$ cat src/rtl/graph_max_aggregator.sv
// graph_max_aggregator: ReLU and per-channel max over a node's neighbour lane results.
// Each finished node feature vector is queued in a small FIFO. The FIFO backpressures the issuer through stall.
module graph_max_aggregator #(
    parameter  int OUTPUT_DIM     = 16,
    parameter  int PRECISION      = 8,
    parameter  int ZERO_POINT     = 0,
    parameter  int MUL_LATENCY    = 3,
    parameter  int NODE_W         = 16,
    parameter  int MAX_NEIGHBOURS = 32,
    localparam int DEPTH          = MUL_LATENCY + 2,
    localparam int CW             = $clog2(MAX_NEIGHBOURS + 1)
) (
    input  logic                 clk,
    input  logic                 reset,
    input  logic                 in_valid,
    input  logic                 in_last,
    input  logic [NODE_W-1:0]    in_node_id,
    input  logic [PRECISION-1:0] dot_result [OUTPUT_DIM],
    output logic                 stall,
    output logic                 out_valid,
    input  logic                 out_ready,
    output logic [PRECISION-1:0] out_features [OUTPUT_DIM],
    output logic [NODE_W-1:0]    out_node_id,
    output logic [CW-1:0]        out_count,
    output logic                 overflow_err
);

    localparam int PW = (DEPTH > 1) ? $clog2(DEPTH) : 1;
    localparam int OW = $clog2(DEPTH + 1);
    localparam logic [CW-1:0] SAT = CW'(MAX_NEIGHBOURS);

    logic [MUL_LATENCY-1:0] r_dv;
    logic [MUL_LATENCY-1:0] r_dl;
    logic [NODE_W-1:0]      r_did [MUL_LATENCY];
    logic                   w_dv;
    logic                   w_dl;
    logic [NODE_W-1:0]      w_did;

    // The sideband shift register matches the lane latency, so the tap lines up with dot_result.
    always_ff @(posedge clk or negedge reset) begin
        if (!reset) begin
            r_dv <= '0;
            r_dl <= '0;
            for (int i = 0; i < MUL_LATENCY; i++) r_did[i] <= '0;
        end else begin
            r_dv[0]  <= in_valid;
            r_dl[0]  <= in_valid & in_last;
            r_did[0] <= in_node_id;
            for (int i = 1; i < MUL_LATENCY; i++) begin
                r_dv[i]  <= r_dv[i-1];
                r_dl[i]  <= r_dl[i-1];
                r_did[i] <= r_did[i-1];
            end
        end
    end

    assign w_dv  = r_dv[MUL_LATENCY-1];
    assign w_dl  = r_dl[MUL_LATENCY-1];
    assign w_did = r_did[MUL_LATENCY-1];

    logic [PRECISION-1:0] w_relu [OUTPUT_DIM];
    logic [PRECISION-1:0] w_max  [OUTPUT_DIM];
    logic [PRECISION-1:0] r_acc  [OUTPUT_DIM];
    logic                 r_first;
    logic [CW-1:0]        r_count;
    logic [CW-1:0]        w_cnt_n;

    if (ZERO_POINT == 0) begin : g_no_floor
        assign w_relu = dot_result;
    end else begin : g_floor
        localparam logic [PRECISION-1:0] ZP = PRECISION'(ZERO_POINT);
        always_comb begin
            for (int m = 0; m < OUTPUT_DIM; m++)
                w_relu[m] = (dot_result[m] < ZP) ? ZP : dot_result[m];
        end
    end

    always_comb begin
        for (int m = 0; m < OUTPUT_DIM; m++)
            w_max[m] = (r_first || (w_relu[m] > r_acc[m])) ? w_relu[m] : r_acc[m];
        if (r_first)
            w_cnt_n = CW'(1);
        else if (r_count >= SAT)
            w_cnt_n = SAT;
        else
            w_cnt_n = r_count + CW'(1);
    end

    always_ff @(posedge clk or negedge reset) begin
        if (!reset) begin
            r_first <= 1'b1;
            r_count <= '0;
            for (int m = 0; m < OUTPUT_DIM; m++) r_acc[m] <= '0;
        end else if (w_dv && !w_dl) begin
            r_acc   <= w_max;
            r_count <= w_cnt_n;
            r_first <= 1'b0;
        end else if (w_dv && w_dl) begin
            r_first <= 1'b1;
        end
    end

    logic [PRECISION-1:0] r_mem_f   [DEPTH][OUTPUT_DIM];
    logic [NODE_W-1:0]    r_mem_id  [DEPTH];
    logic [CW-1:0]        r_mem_cnt [DEPTH];
    logic [PRECISION-1:0] r_hold_f  [OUTPUT_DIM];
    logic [NODE_W-1:0]    r_hold_id;
    logic [CW-1:0]        r_hold_cnt;
    logic [PW-1:0]        r_wr;
    logic [PW-1:0]        r_rd;
    logic [OW-1:0]        r_occ;
    logic                 r_ovf;
    logic                 w_push;
    logic                 w_pop;
    logic                 w_full;
    logic                 w_wr_en;

    function automatic logic [PW-1:0] f_inc(input logic [PW-1:0] p);
        return (p == PW'(DEPTH - 1)) ? '0 : p + PW'(1);
    endfunction

    assign w_push  = w_dv & w_dl;
    assign w_pop   = out_valid & out_ready;
    assign w_full  = (r_occ == OW'(DEPTH));
    // A simultaneous pop frees the slot, so a full FIFO still accepts the push.
    assign w_wr_en = w_push & (~w_full | w_pop);

    always_ff @(posedge clk) begin
        if (w_wr_en) begin
            r_mem_f[r_wr]   <= w_max;
            r_mem_id[r_wr]  <= w_did;
            r_mem_cnt[r_wr] <= w_cnt_n;
        end
    end

    always_ff @(posedge clk or negedge reset) begin
        if (!reset) begin
            r_wr       <= '0;
            r_rd       <= '0;
            r_occ      <= '0;
            r_ovf      <= 1'b0;
            r_hold_id  <= '0;
            r_hold_cnt <= '0;
            for (int m = 0; m < OUTPUT_DIM; m++) r_hold_f[m] <= '0;
        end else begin
            if (w_wr_en) r_wr <= f_inc(r_wr);
            if (w_pop) begin
                r_rd       <= f_inc(r_rd);
                r_hold_f   <= r_mem_f[r_rd];
                r_hold_id  <= r_mem_id[r_rd];
                r_hold_cnt <= r_mem_cnt[r_rd];
            end
            if (w_wr_en && !w_pop)
                r_occ <= r_occ + OW'(1);
            else if (!w_wr_en && w_pop)
                r_occ <= r_occ - OW'(1);
            if (w_push && w_full && !w_pop) r_ovf <= 1'b1;
        end
    end

    assign out_valid    = (r_occ != '0);
    assign stall        = (r_occ >= OW'(2));
    assign overflow_err = r_ovf;

    // When the FIFO is empty, the outputs show the most recently popped entry.
    always_comb begin
        if (out_valid) begin
            out_features = r_mem_f[r_rd];
            out_node_id  = r_mem_id[r_rd];
            out_count    = r_mem_cnt[r_rd];
        end else begin
            out_features = r_hold_f;
            out_node_id  = r_hold_id;
            out_count    = r_hold_cnt;
        end
    end

endmodule

$ cat config.mk
export PLATFORM = sky130hd
export DESIGN_NAME = graph_max_aggregator
export DESIGN_NICKNAME = d
export VERILOG_FILES = /design/src/rtl/graph_max_aggregator.sv
export SDC_FILE = /design/constraint.sdc
export NUM_CORES = 2
export LEC_CHECK = 0
export ABC_AREA = 1
export CAP_MARGIN = 20
export CELL_PAD_IN_SITES_DETAIL_PLACEMENT = 0
export CELL_PAD_IN_SITES_GLOBAL_PLACEMENT = 2
export CORE_MARGIN = 3
export CORE_UTILIZATION = 40
export CTS_CLUSTER_DIAMETER = 40
export CTS_CLUSTER_SIZE = 25
export DETAILED_ROUTE_END_ITERATION = 16
export MAX_ROUTING_LAYER = met4
export PLACE_DENSITY = 0.87
export SYNTH_ARGS = -nofsm -noshare
export SYNTH_HDL_FRONTEND = slang
export SYNTH_SLANG_ARGS = --single-unit
$ cat constraint.sdc
create_clock -name clk -period 20.7 [get_ports clk]
set_input_delay 2.07 -clock clk [delete_from_list [all_inputs] [get_ports clk]]
set_output_delay 2.07 -clock clk [all_outputs]
set_load 0.01 [all_outputs]
# Word level (Yosys, flattened, before mapping)
# Memories as Yosys holds them, arrays and structs flattened.
# Index checks and enable logic that the tools add are counted.
word_totals:
  reg_bits: 349
  latchBits: 0
  ram_bits: 750
  rom_bits: 0
  input_bits: 149
  output_inout_bits: 153
  wordCells: 137
  n_memories: 3
memory_table:
  columns: ["name", "words", "word_bits", "read_ports", "rd_ports_with_merged_regs", "write_ports", "line_no", "source"]
  rows:
  - ["r_mem_f", 5, 128, 1, 0, 1, "103", "logic [PRECISION-1:0] r_mem_f [DEPTH][OUTPUT_DIM];"]
  - ["r_mem_id", 5, 16, 1, 0, 1, "104", "logic [NODE_W-1:0] r_mem_id [DEPTH];"]
  - ["r_mem_cnt", 5, 6, 1, 0, 1, "105", "logic [CW-1:0] r_mem_cnt [DEPTH];"]
classes:
  n_addsub: 5
  multipliers: 0
  n_div: 0
  n_lt_le_gt_ge: 18
  eq_ne: 3
  shifts: 0
  mux: 29
  bitwise: 6
  reduce_logical: 28
op_table:
  columns: ["cell", "n"]
  rows:
  - ["$gt 8x8->1", 16]
  - ["$mux 128", 1]
  - ["$mux 8", 16]
  - ["$mux 6", 3]
  - ["$logic_or 1x1->1", 16]
  - ["$mux 16", 1]
  - ["$mux 3", 4]
  - ["$add 3x1->3 const B", 3]
  - ["$eq 3x3->1 const B", 3]
  - ["$add 6x1->6 const B", 1]
  - ["$ge 6x6->1 const B", 1]
  - ["$logic_and 1x1->1", 6]
  - ["$and 1x1->1", 4]
  - ["$mux 1", 4]
  - ["$reduce_bool 2->1", 2]
  - ["$ge 3x2->1 const B", 1]
  - ["$logic_not 1->1", 3]
  - ["$reduce_bool 3->1", 1]
  - ["$sub 3x1->3 const B", 1]
  - ["$not 1->1", 1]
  - ["$or 1x1->1", 1]

# Logic depth before layout (Yosys ltp)
logic_depth:
  ltp_word: 8
  mapped_depth: 14
  ltp_nobuf: 14

# Worst setup path before layout
# No wires, ideal clock.
synth_timing:
  kind: "input -> register"
  from: "input out_ready"
  to: "memory r_mem_cnt[4][0] (netlist bit) (enable)"
  setup_time_ps: 1027
  t_arrival_ps: 16446
  required_ps: 19673
  setup_slack_ps: 3228
  path_stages: 4
  n_path_buf: 0
  cell_sequence: "inv_1 > nand4_1 > nand2_1 > nor4_1"
synth_between:
  elab_chain_len: 5
synth_rtl:
  columns: ["item", "line_no", "source"]
  rows:
  - ["start: declaration", "21", "input logic out_ready,"]
  - ["$and 1x1->1", "123", "assign w_pop = out_valid & out_ready;"]
  - ["$or 1x1->1", "126", "assign w_wr_en = w_push & (~w_full | w_pop);"]
  - ["$and 1x1->1", "126", null]
  - ["$mux 1", "129", "if (w_wr_en) begin"]
  - ["$mux 1 (not written as such)", "132", "r_mem_cnt[r_wr] <= w_cnt_n;"]
  - ["end: declaration", "105", null]
# No other way between the ends.

==> results.md <==
- Result of the run: complete, no violations
- Rel. slew slack: 0.124
- Wire length after detailed routing: 122 mm
- Leading cell type in the layout, fill and taps excluded: sky130_fd_sc_hd__nand2_1
- Die footprint: 0.124 sq mm
- Total standard cell area after synthesis: 0.0477 sq mm
- Per-cell via count in the routed design: 5.13
- Number of buffers inserted during clock tree synthesis: 161
- Maximum number of pins on one net before global-route repair: 221
- Iter 0 DRT Violations: 2367
- Total global routing track utilization: 0.202
- Total Nets Final: 4984
- Cell Count Post-Placement: 6071
- Count of fill cells added during filler insertion: 10500
- Hold wc startpoint: r_did[44]
- Gr ovfl total: 0
- Share of cells above drive strength 1: 0.0707
- Final setup vio count: 0
- Data arrival at the endpoint of the critical path: 5090 ps
- Later-pin clock latency in the skew report: 760 ps
- Number of nets with antenna violations after detailed routing: 0
- Worst-case vdd ir drop: 0.000120 V
- Layout Utilization: 0.489
- Number of clock sinks: 1099
- Count of flip-flops with a built-in enable after synthesis: 750
- Clock tree buffer depth: 3
- Die W: 351 microns
- Count of synthesis-stage warnings from yosys: 0
- Required time of the critical path: 18630 ps
- Critical path class: register to output pin
- Share of the clock period used by the worst path: 0.346
- Share of flip-flops with an asynchronous set or reset after synthesis: 0.318
- MaxCap Viol Count: 0
- Final-report max-slew violation count: 0
- Post-cts hold buffer count: 0
- Flops & latches, synth: 1099
- Vertical die dimension: 351 microns
- Most instantiated flip-flop cell in the synthesis netlist: sky130_fd_sc_hd__edfxtp_1
- Wire per inst: 19.1 microns
- Length in cells of the worst reg-to-reg path: 12
- # H-tree levels: 4
- Number of gates resized after cts: 0
- Hold Crit Depth: 0
- Vias in the first global route: 32000
- TritonCTS clock tree: yes
- Post-route total power: 8.99 mW
- Total via count after detailed routing: 32700
- Std-Cell Rows: 126
- Buffer count from post-CTS setup fixing: 0
- CP startpoint kind: register
- Endpoint type of the worst setup path: output pin
- Average footprint of a synthesized cell: 10.7 sq um
- Top achievable clock speed: 140 MHz
- Ports placed on the boundary: 302
- Flop2flop setup slack: 16840 ps
- Share of the synthesized area in the top cell type: 0.472
- Detailed-route DRC error count: 0
- Setup slack at placement: 14440 ps
- Final worst path period need: 7160 ps
- First-pass GRT wire length: 187 mm
- Commonest cells after routing, fill and taps aside: 893 x sky130_fd_sc_hd__nand2_1, 750 x sky130_fd_sc_hd__edfxtp_1, 577 x sky130_fd_sc_hd__o21ai_1
- Gate count after technology mapping: 4441
- Synth-to-Final Area Change: 21.1%
- Cell area power density: 156 mW/mm^2
- Number of distinct library cell variants in the gate-level netlist after synthesis: 33
- Final Hold Violating Endpoints: 0
- Tightest Hold Check Type: register to register
- Fin area: 0.0578 sq mm
- Worst setup slack after layout: 13540 ps
- R2r endpoint: r_occ[2]
- Top post-synthesis cells by area: sky130_fd_sc_hd__edfxtp_1 47%, sky130_fd_sc_hd__dfrtp_1 18%, sky130_fd_sc_hd__nand2_1 7.0%
- Area of the placeable core: 0.118 sq mm
- Number of port buffers: 301
- Hold slack: 350 ps
- Number of antenna violations at the first check in global routing: 9
- Standard cell area after detailed placement: 0.0520 sq mm
- Setup repair after global routing missed its margin: false
- Max Fanout on Critical Path: 220
- Worst-path clk slew: 50 ps
- Dominant cell type by area after synthesis: sky130_fd_sc_hd__edfxtp_1
- Number of optimization iterations in the first detailed-route pass: 7
- Worst reg2reg path startpoint: r_occ[1]
- Effective utilization at floorplan: 0.404
- Cell at the root of the clock tree: sky130_fd_sc_hd__clkbuf_16
- Setup TNS: 0 ps
- Static leakage: 22.7 nW
- Least-Margin Pin Slew: 1310 ps
- Setup Skew: 41.9 ps
- Syn Nets: 4726
- Capture endpoint of the worst hold path: r_did[28]
- Gpl congestion: 0.771
- Count of non-filler cells in the finished layout: 6382
- Proportion of synthesized chip area in sequential cells: 0.655
- Half-perimeter wire length of the detailed placement result: 70.1 mm
-- worst max-delay path, stage by stage (launching register included) --
cell and delay [ps]:
sky130_fd_sc_hd__dfrtp_4 670, sky130_fd_sc_hd__clkinv_8 590, sky130_fd_sc_hd__buf_4 880, sky130_fd_sc_hd__o21ai_0 180, sky130_fd_sc_hd__o221ai_1 200, sky130_fd_sc_hd__o21ai_0 150, sky130_fd_sc_hd__o21ai_0 440, sky130_fd_sc_hd__clkdlybuf4s50_1 630
-- registers in the layout, summed over array words and instances, names as in the netlist --
signal and cells:
r_count 6, w_did 16, r_first 1, r_mem_cnt 30, overflow_err 1, r_hold_f 128, r_wr 3, r_hold_cnt 6
r_hold_id 16, r_mem_id 80, r_acc 128, r_occ 3, r_dv 3, r_did 32, r_rd 3, r_mem_f 640
r_dl 3
-- power by group --
group / internal, mW / total [mW] / switching, mW
clock: 1.70 / 2.82 / 1.12
combinational: 1.17 / 3.10 / 1.93
sequential: 2.88 / 3.06 / 0.187
total: 5.75 / 8.99 / 3.23
-- worst max path at each step --
| stage | start | to | slack, ps | cells past startpoint |
|---|---|---|---|---|
| after global placement | r_rd[0] | out_features[127] | 14420 | 7 |
| after floorplan | out_ready | r_mem_cnt[4][0] | 3230 | 4 |
| after global routing | r_rd[0] | out_features[127] | 13170 | 7 |
| after detailed placement | r_rd[0] | out_features[127] | 14440 | 7 |
| after CTS | r_rd[0] | out_features[127] | 13600 | 7 |
| final | r_rd[0] | out_features[127] | 13540 | 7 |
-- cell type report --
class | instances | area [sq um] | share of cell area
Tap cell | 1536 | 1920 | 0.0333
Clock buffer | 174 | 4110 | 0.0711
Clock inverter | 129 | 1640 | 0.0284
Timing Repair Buffer | 337 | 3380 | 0.0585
Multi-Input combinational cell | 2761 | 14100 | 0.245
Inverter | 339 | 1310 | 0.0227
Antenna cell | 7 | 17.5 | 0.000303
Sequential cell | 1099 | 31300 | 0.541
-- synth_stat cells, types with 5 or more instances --
cell type and count:
sky130_fd_sc_hd__buf_4 8, sky130_fd_sc_hd__clkbuf_1 112, sky130_fd_sc_hd__inv_2 5, sky130_fd_sc_hd__a21oi_1 37, sky130_fd_sc_hd__a21o_1 16, sky130_fd_sc_hd__ha_1 135, sky130_fd_sc_hd__buf_1 9, sky130_fd_sc_hd__inv_1 333
sky130_fd_sc_hd__o221ai_1 150, sky130_fd_sc_hd__nor2_1 346, sky130_fd_sc_hd__edfxtp_1 750, sky130_fd_sc_hd__nand3_1 259, sky130_fd_sc_hd__buf_2 101, sky130_fd_sc_hd__dfrtp_1 348, sky130_fd_sc_hd__nand2_1 893, sky130_fd_sc_hd__o21ai_1 577
sky130_fd_sc_hd__o21ai_0 190, sky130_fd_sc_hd__nand4_1 17, sky130_fd_sc_hd__clkbuf_2 10, sky130_fd_sc_hd__and2_1 128
-- cell families (layout without fill, tap and decap cells) --
family / Yosys count / count (layout) / share of synthesized area
fa+ha+maj: 136 / 136 / 0.0358
buf+inv: 581 / 979 / 0.0496
xor+xnor: 2 / 2 / 0.000367
flops: 1099 / 1099 / 0.655
compound gates: 973 / 973 / 0.115
simple gates: 1650 / 1650 / 0.145
other cells: 0 / 7 / 0
-- per-layer routing --
metal  GRT usage  wire, microns
met1       0.271          56100
met2       0.320          56900
met3      0.0270           5410
met4      0.0684           3240
met5           -              0
No activity file was read; power rests on OpenSTA's default activity.
